<file path="src/rtl/sram_uart_rx_if.sv">
// sram_uart_rx_if: SRAM-style responder bus between the crossbar and the RX UART
interface sram_uart_rx_if #(
   parameter int LEN_ADDR = 64
);
   logic [LEN_ADDR-1:0] addra;
   logic [63:0]         dina;
   logic [63:0]         douta;
   logic                ena;
   logic [7:0]          wea;
   modport master (output addra, dina, ena, wea, input douta);
   modport slave (input addra, dina, ena, wea, output douta);
endinterface

</file>
<file path="src/rtl/sram_uart_rx.sv">
// sram_uart_rx: UART receiver into a FIFO behind an SRAM port; 8N1, or 8E1 when SRAM_UART_RX_PARITY_EN is defined
module sram_uart_rx #(
   parameter int LEN_ADDR   = 64,
   parameter int CLK_DIV    = 16,
   parameter int FIFO_DEPTH = 16
) (
   input logic           clk,
   input logic           rst_n,
   input logic           rxd,
   sram_uart_rx_if.slave bus
);
   localparam int AW = $clog2(FIFO_DEPTH);
   localparam int CW = $clog2(CLK_DIV);
   typedef enum logic [2:0] {IDLE, START, DATA, PAR, STOP, BRK} state_t;
   state_t state_q, state_d;
   logic          rxd_m, rxd_s;
   logic [CW-1:0] cnt;
   logic [2:0]    bitn;
   logic [7:0]    sh;
   logic          tick, push_req, ferr_set, par_bad;
   logic [7:0]    mem [FIFO_DEPTH];
   logic [AW-1:0] wp, rp;
   logic [AW:0]   count;
   logic          ovr, ferr, perr;
   logic          full, rd, pop, stat_wr, clr, flush, push_ok;
   logic [63:0]   stat;
   logic          unused;
   assign unused = ^{bus.addra, bus.dina};
   // tick marks the sample point: mid start bit in START, one bit time elsewhere
   assign tick = cnt == ((state_q == START) ? CW'(CLK_DIV / 2 - 1) : CW'(CLK_DIV - 1));
   // two-flop synchroniser, idles high so reset never looks like a start bit
   always_ff @(posedge clk or negedge rst_n) begin
      if (!rst_n) {rxd_s, rxd_m} <= 2'b11;
      else {rxd_s, rxd_m} <= {rxd_m, rxd};
   end
   // state register
   always_ff @(posedge clk or negedge rst_n) begin
      if (!rst_n) state_q <= IDLE;
      else state_q <= state_d;
   end
`ifdef SRAM_UART_RX_PARITY_EN
   logic perr_set;
`endif
   // next state and per-frame events
   always_comb begin
      state_d  = state_q;
      push_req = 1'b0;
      ferr_set = 1'b0;
`ifdef SRAM_UART_RX_PARITY_EN
      perr_set = 1'b0;
`endif
      case (state_q)
         IDLE:  if (!rxd_s) state_d = START;
         START: if (tick) state_d = rxd_s ? IDLE : DATA;
`ifdef SRAM_UART_RX_PARITY_EN
         DATA:  if (tick && bitn == 3'd7) state_d = PAR;
         PAR: if (tick) begin
            state_d  = STOP;
            perr_set = rxd_s ^ (^sh);
         end
`else
         DATA:  if (tick && bitn == 3'd7) state_d = STOP;
`endif
         STOP: if (tick) begin
            state_d  = rxd_s ? IDLE : BRK;
            push_req = rxd_s & ~par_bad;
            ferr_set = ~rxd_s;
         end
         BRK:     if (rxd_s) state_d = IDLE;
         default: state_d = IDLE;
      endcase
   end
   // bit timing counter and LSB-first shift register
   always_ff @(posedge clk or negedge rst_n) begin
      if (!rst_n) begin
         cnt  <= '0;
         bitn <= '0;
         sh   <= '0;
      end else begin
         cnt  <= (state_q == IDLE || tick) ? '0 : cnt + 1'b1;
         bitn <= (state_q != DATA) ? '0 : bitn + {2'b0, tick};
         if (state_q == DATA && tick) sh <= {rxd_s, sh[7:1]};
      end
   end
`ifdef SRAM_UART_RX_PARITY_EN
   // remember a parity miss until the stop bit decides whether to push
   always_ff @(posedge clk or negedge rst_n) begin
      if (!rst_n) par_bad <= 1'b0;
      else par_bad <= perr_set | (par_bad & (state_q != IDLE));
   end
   // sticky parity error, a new error beats a simultaneous clear
   always_ff @(posedge clk or negedge rst_n) begin
      if (!rst_n) perr <= 1'b0;
      else perr <= perr_set | (perr & ~clr);
   end
`else
   assign par_bad = 1'b0;
   assign perr    = 1'b0;
`endif
   assign rd      = bus.ena && bus.wea == 8'd0;
   assign pop     = rd && !bus.addra[3] && count != '0;
   assign stat_wr = bus.ena && bus.wea[0] && bus.addra[3];
   assign clr     = stat_wr && bus.dina[0];
   assign flush   = stat_wr && bus.dina[1];
   assign full    = count == (AW + 1)'(FIFO_DEPTH);
   assign push_ok = push_req && (!full || pop || flush);
   assign stat    = {48'd0, 8'(count), 3'd0, perr, ferr, ovr, full, count != '0};
   // FIFO storage, no reset needed since count gates every read
   always_ff @(posedge clk) begin
      if (push_ok) mem[wp] <= sh;
   end
   // FIFO pointers; a flush snaps rp to wp so a same-cycle push survives
   always_ff @(posedge clk or negedge rst_n) begin
      if (!rst_n) begin
         wp    <= '0;
         rp    <= '0;
         count <= '0;
      end else begin
         if (push_ok) wp <= wp + 1'b1;
         rp    <= flush ? wp : rp + AW'(pop);
         count <= flush ? (AW + 1)'(push_req) : count + (AW + 1)'(push_ok) - (AW + 1)'(pop);
      end
   end
   // sticky overrun and framing flags, set beats clear
   always_ff @(posedge clk or negedge rst_n) begin
      if (!rst_n) begin
         ovr  <= 1'b0;
         ferr <= 1'b0;
      end else begin
         ovr  <= (push_req && !push_ok) || (ovr && !clr);
         ferr <= ferr_set || (ferr && !clr);
      end
   end
   // registered read data, held on writes and idle cycles
   always_ff @(posedge clk or negedge rst_n) begin
      if (!rst_n) bus.douta <= '0;
      else if (rd) bus.douta <= bus.addra[3] ? stat : (pop ? {55'd0, 1'b1, mem[rp]} : 64'd0);
   end
endmodule

</file>
<file path="src/flat_wrapper.sv">
// flat-port wrapper written by rule: the top's interface ports become plain ports
module sram_uart_rx_flat 
#(
   parameter int LEN_ADDR   = 64,
   parameter int CLK_DIV    = 16,
   parameter int FIFO_DEPTH = 16
)
  (clk, rst_n, rxd, bus_addra, bus_dina, bus_ena, bus_wea, bus_douta);
  sram_uart_rx_if #(.LEN_ADDR(LEN_ADDR)) bus_i ();
  input logic clk;
  input logic rst_n;
  input logic rxd;
  input wire logic [$bits(bus_i.addra)-1:0] bus_addra;
  input wire logic [$bits(bus_i.dina)-1:0] bus_dina;
  input wire logic [$bits(bus_i.ena)-1:0] bus_ena;
  input wire logic [$bits(bus_i.wea)-1:0] bus_wea;
  output wire logic [$bits(bus_i.douta)-1:0] bus_douta;
  assign bus_i.addra = bus_addra;
  assign bus_i.dina = bus_dina;
  assign bus_i.ena = bus_ena;
  assign bus_i.wea = bus_wea;
  assign bus_douta = bus_i.douta;
  sram_uart_rx #(.LEN_ADDR(LEN_ADDR), .CLK_DIV(CLK_DIV), .FIFO_DEPTH(FIFO_DEPTH)) u_core (.clk(clk), .rst_n(rst_n), .rxd(rxd), .bus(bus_i));
endmodule
</file>
<file path="config.mk">
export PLATFORM = sky130hd
export DESIGN_NAME = sram_uart_rx_flat
export DESIGN_NICKNAME = d
export VERILOG_FILES = /design/src/rtl/sram_uart_rx_if.sv /design/src/rtl/sram_uart_rx.sv /design/src/flat_wrapper.sv
export SDC_FILE = /design/constraint.sdc
export NUM_CORES = 1
export LEC_CHECK = 0
export BUFFER_PORTS_ARGS = -buffer_cell sky130_fd_sc_hd__buf_2
export CAP_MARGIN = 20
export CORE_MARGIN = 3
export CORE_UTILIZATION = 50
export DETAILED_ROUTE_END_ITERATION = 8
export GPL_TIMING_DRIVEN = 0
export PLACE_DENSITY = 0.77
export SLEW_MARGIN = 20
export SYNTH_ARGS = -nofsm -noshare
export SYNTH_HDL_FRONTEND = slang
export SYNTH_SLANG_ARGS = --single-unit
</file>
<file path="constraint.sdc">
create_clock -name clk -period 6.83 [get_ports clk]
set_input_delay 1.7075 -clock clk [delete_from_list [all_inputs] [get_ports clk]]
set_output_delay 1.7075 -clock clk [all_outputs]
set_load 0.01 [all_outputs]
</file>
==> impl_metrics.ini <==
[yosys]
syn_area_um2 = 7870
ys_warn_count = 0
ys_ff_latch = 176
synth_edf_count = 128
synthesis.area_per_instance_um2 = 16.2
ys_seq_area_share_pct = 64.1
synth_top_cell_by_area = edfxtp_1
ys_types = 53
yosysMostFrequentCell = edfxtp_1
synthTopCellsByArea = edfxtp_1 (49%), dfrtp_1 (15%), mux4_1 (6.0%)
synth_top_cell_area_share_pct = 48.8
ys_top_cells_by_count = edfxtp_1 (128), buf_4 (56), dfrtp_1 (46), mux2i_1 (23), nand2_1 (21)
ys_async_sr_fraction_pct = 27.3
synth_flop_cell = edfxtp_1
synth_cells = 486

[timing]
period_share_pct = 67.2
fin_crit_ps = 4590
maxSlewHeadroom_pct = 47.1
finalWorstSetupSlack_ps = 2240
timing.fmax_ghz = 0.218
slew_violations = 0
setup_viol = 0
final.setup_skew_ps = 12.1
worstMarginPinSlew_ps = 790
tns_ps = 0
rsz0062_at_grt = no
timing.hold.ws_ps = 357
finalHoldViolations = 0

[clock_network]
cts_tree = yes
clockRootBuffer = clkbuf_16
clk_latency_ps = 430
cts.sinks = 176
cts_buffers = 17
clk_pin_slew_ps = 70
cts_resized = 0
postCtsSetupRepairBufs = 0
cts_hold_buf = 0
htree_levels = 4
clock_path_buffers = 2

[setup_path]
path_class = input port to register
crit_buf_inv = 3
slowest_stage = nor2_1
crit_path_start_kind = input port
cp.depth = 13
slowest_delay_ps = 670
crit_chain = buf_2, nor3_1, nand4_1, nor2_1, ha_1, inv_1, ha_1, inv_1, fa_1, nor2b_1, o21bai_1, a21oi_1, nor3b_1
critPathTopFamily = simple AND/OR/NAND/NOR gates
end_kind = register
r2r_cells = 14
cp.arrival_ps = 4890
critPathRequiredTime_ps = 7130
worstPathMaxFanout = 7

[floorplan]
coreArea_um2 = 15300
start_util_pct = 51.4
die_w_um = 131
rows = 45
die_y_um = 131
die-area_um2 = 17300
boundaryPins = 204

[routing]
routed_wl_um = 15400
drc = 0
drtIter0Drc = 464
wire_per_inst_um = 19.1
via_per_inst = 5.36
ant_nets = 0
first_pass_iters = 5
via_count = 4317

[finish]
n_antenna_cell = 0
final_cells = 806
drive_above_1_share_pct = 25.4
area_delta_synth_final_pct = 15.8
nNetsFinal = 738
fin_area_um2 = 9110
final_util_pct = 59.5

[place]
placed_area_um2 = 8490
routabilityCongestion = 0.767
place_hpwl_um = 10500
portBuffers = 26
pre_cts_ws_ps = 1850
dp_cells = 774

[flow_run]
drv_cap = 0

[global_route]
grt_overflow = 0
grt_pass1_vias = 4277
grt_max_degree = 49
grt_use_total_pct = 18.4
grt_first_pass_wirelength_um = 24100
antenna_found_initial = 0

[power_and_ir_drop]
p_per_area_nw_per_um2 = 272
power_mw = 2.48
power.leakage_nw = 3.65
vdd_drop_max_uv = 210

[hold_path]
hp-class = register to register
whs_path_depth = 0

[status]
status = completed
==> report_power, final <==
part,leakage [nW],switching (mW),internal (mW),total [mW]
combinational,1.55,0.146,0.119,0.265
clock,0.303,0.426,0.590,1.02
sequential,1.81,0.0341,1.17,1.20
==> final timing paths <==
check / start / endpoint / slack (ps)
setup / recovery: bus_wea[0] / u_core.count[4]$_DFF_PN0_ / 2240
hold / removal: u_core.rxd_m$_DFF_PN1_ / u_core.rxd_s$_DFF_PN1_ / 360
setup reg to reg: u_core.count[3]$_DFF_PN0_ / u_core.count[4]$_DFF_PN0_ / 3480
hold reg to reg: u_core.rxd_m$_DFF_PN1_ / u_core.rxd_s$_DFF_PN1_ / 360
max in group asynchronous: rst_n / u_core.rp[3]$_DFF_PN0_ / 5070
min in group asynchronous: rst_n / u_core.sh[3]$_DFFE_PN0P_ / 1300
==> routing by layer <==
layer  wire [µm]  global-route usage [%]
met1        6490                    24.4
met2        7570                    29.7
met3        1020                    4.67
met4         344                    7.18
met5           0                       0
==> sequential cells by signal, indices dropped and copies added, names as in the netlist <==
signal            flops
u_core.mem          128
u_core.bus.douta     13
u_core.sh             8
u_core.count          5
u_core.cnt            4
u_core.rp             4
u_core.wp             4
u_core.bitn           3
u_core.state_q        3
u_core.ferr           1
u_core.ovr            1
u_core.rxd_m          1
u_core.rxd_s          1
==> logic make-up (layout without fill, tap and decap cells) <==
group	Yosys count	after routing	synth area share, %
simple gates	91	91	7.03
compound gates	42	42	3.70
flops	176	176	64.1
buf+inv	87	146	7.57
xor+xnor	11	11	1.22
other cells	1	51	0.0476
fa+ha+maj	16	16	2.64
mux	62	62	13.7
==> placed cells by master, fill, tap and decap left out, drive strengths merged, types with 11 or more instances in the layout <==
cell,instances
ha,15
dfrtp,46
conb,51
edfxtp,128
buf,90
nand2,21
mux2i,23
clkbuf,23
inv,26
mux4,30
o21ai,11
==> layout make-up <==
cell class	instances	area, µm²
Buffer	69	528
Clock inverter	15	199
Multi-Input combinational cell	273	2440
Clock buffer	17	425
Tap cell	211	264
Timing Repair Buffer	27	138
Inverter	18	67.6
Fill cell	1145	6200
Sequential cell	176	5050
(Power assumes the default switching activity.)
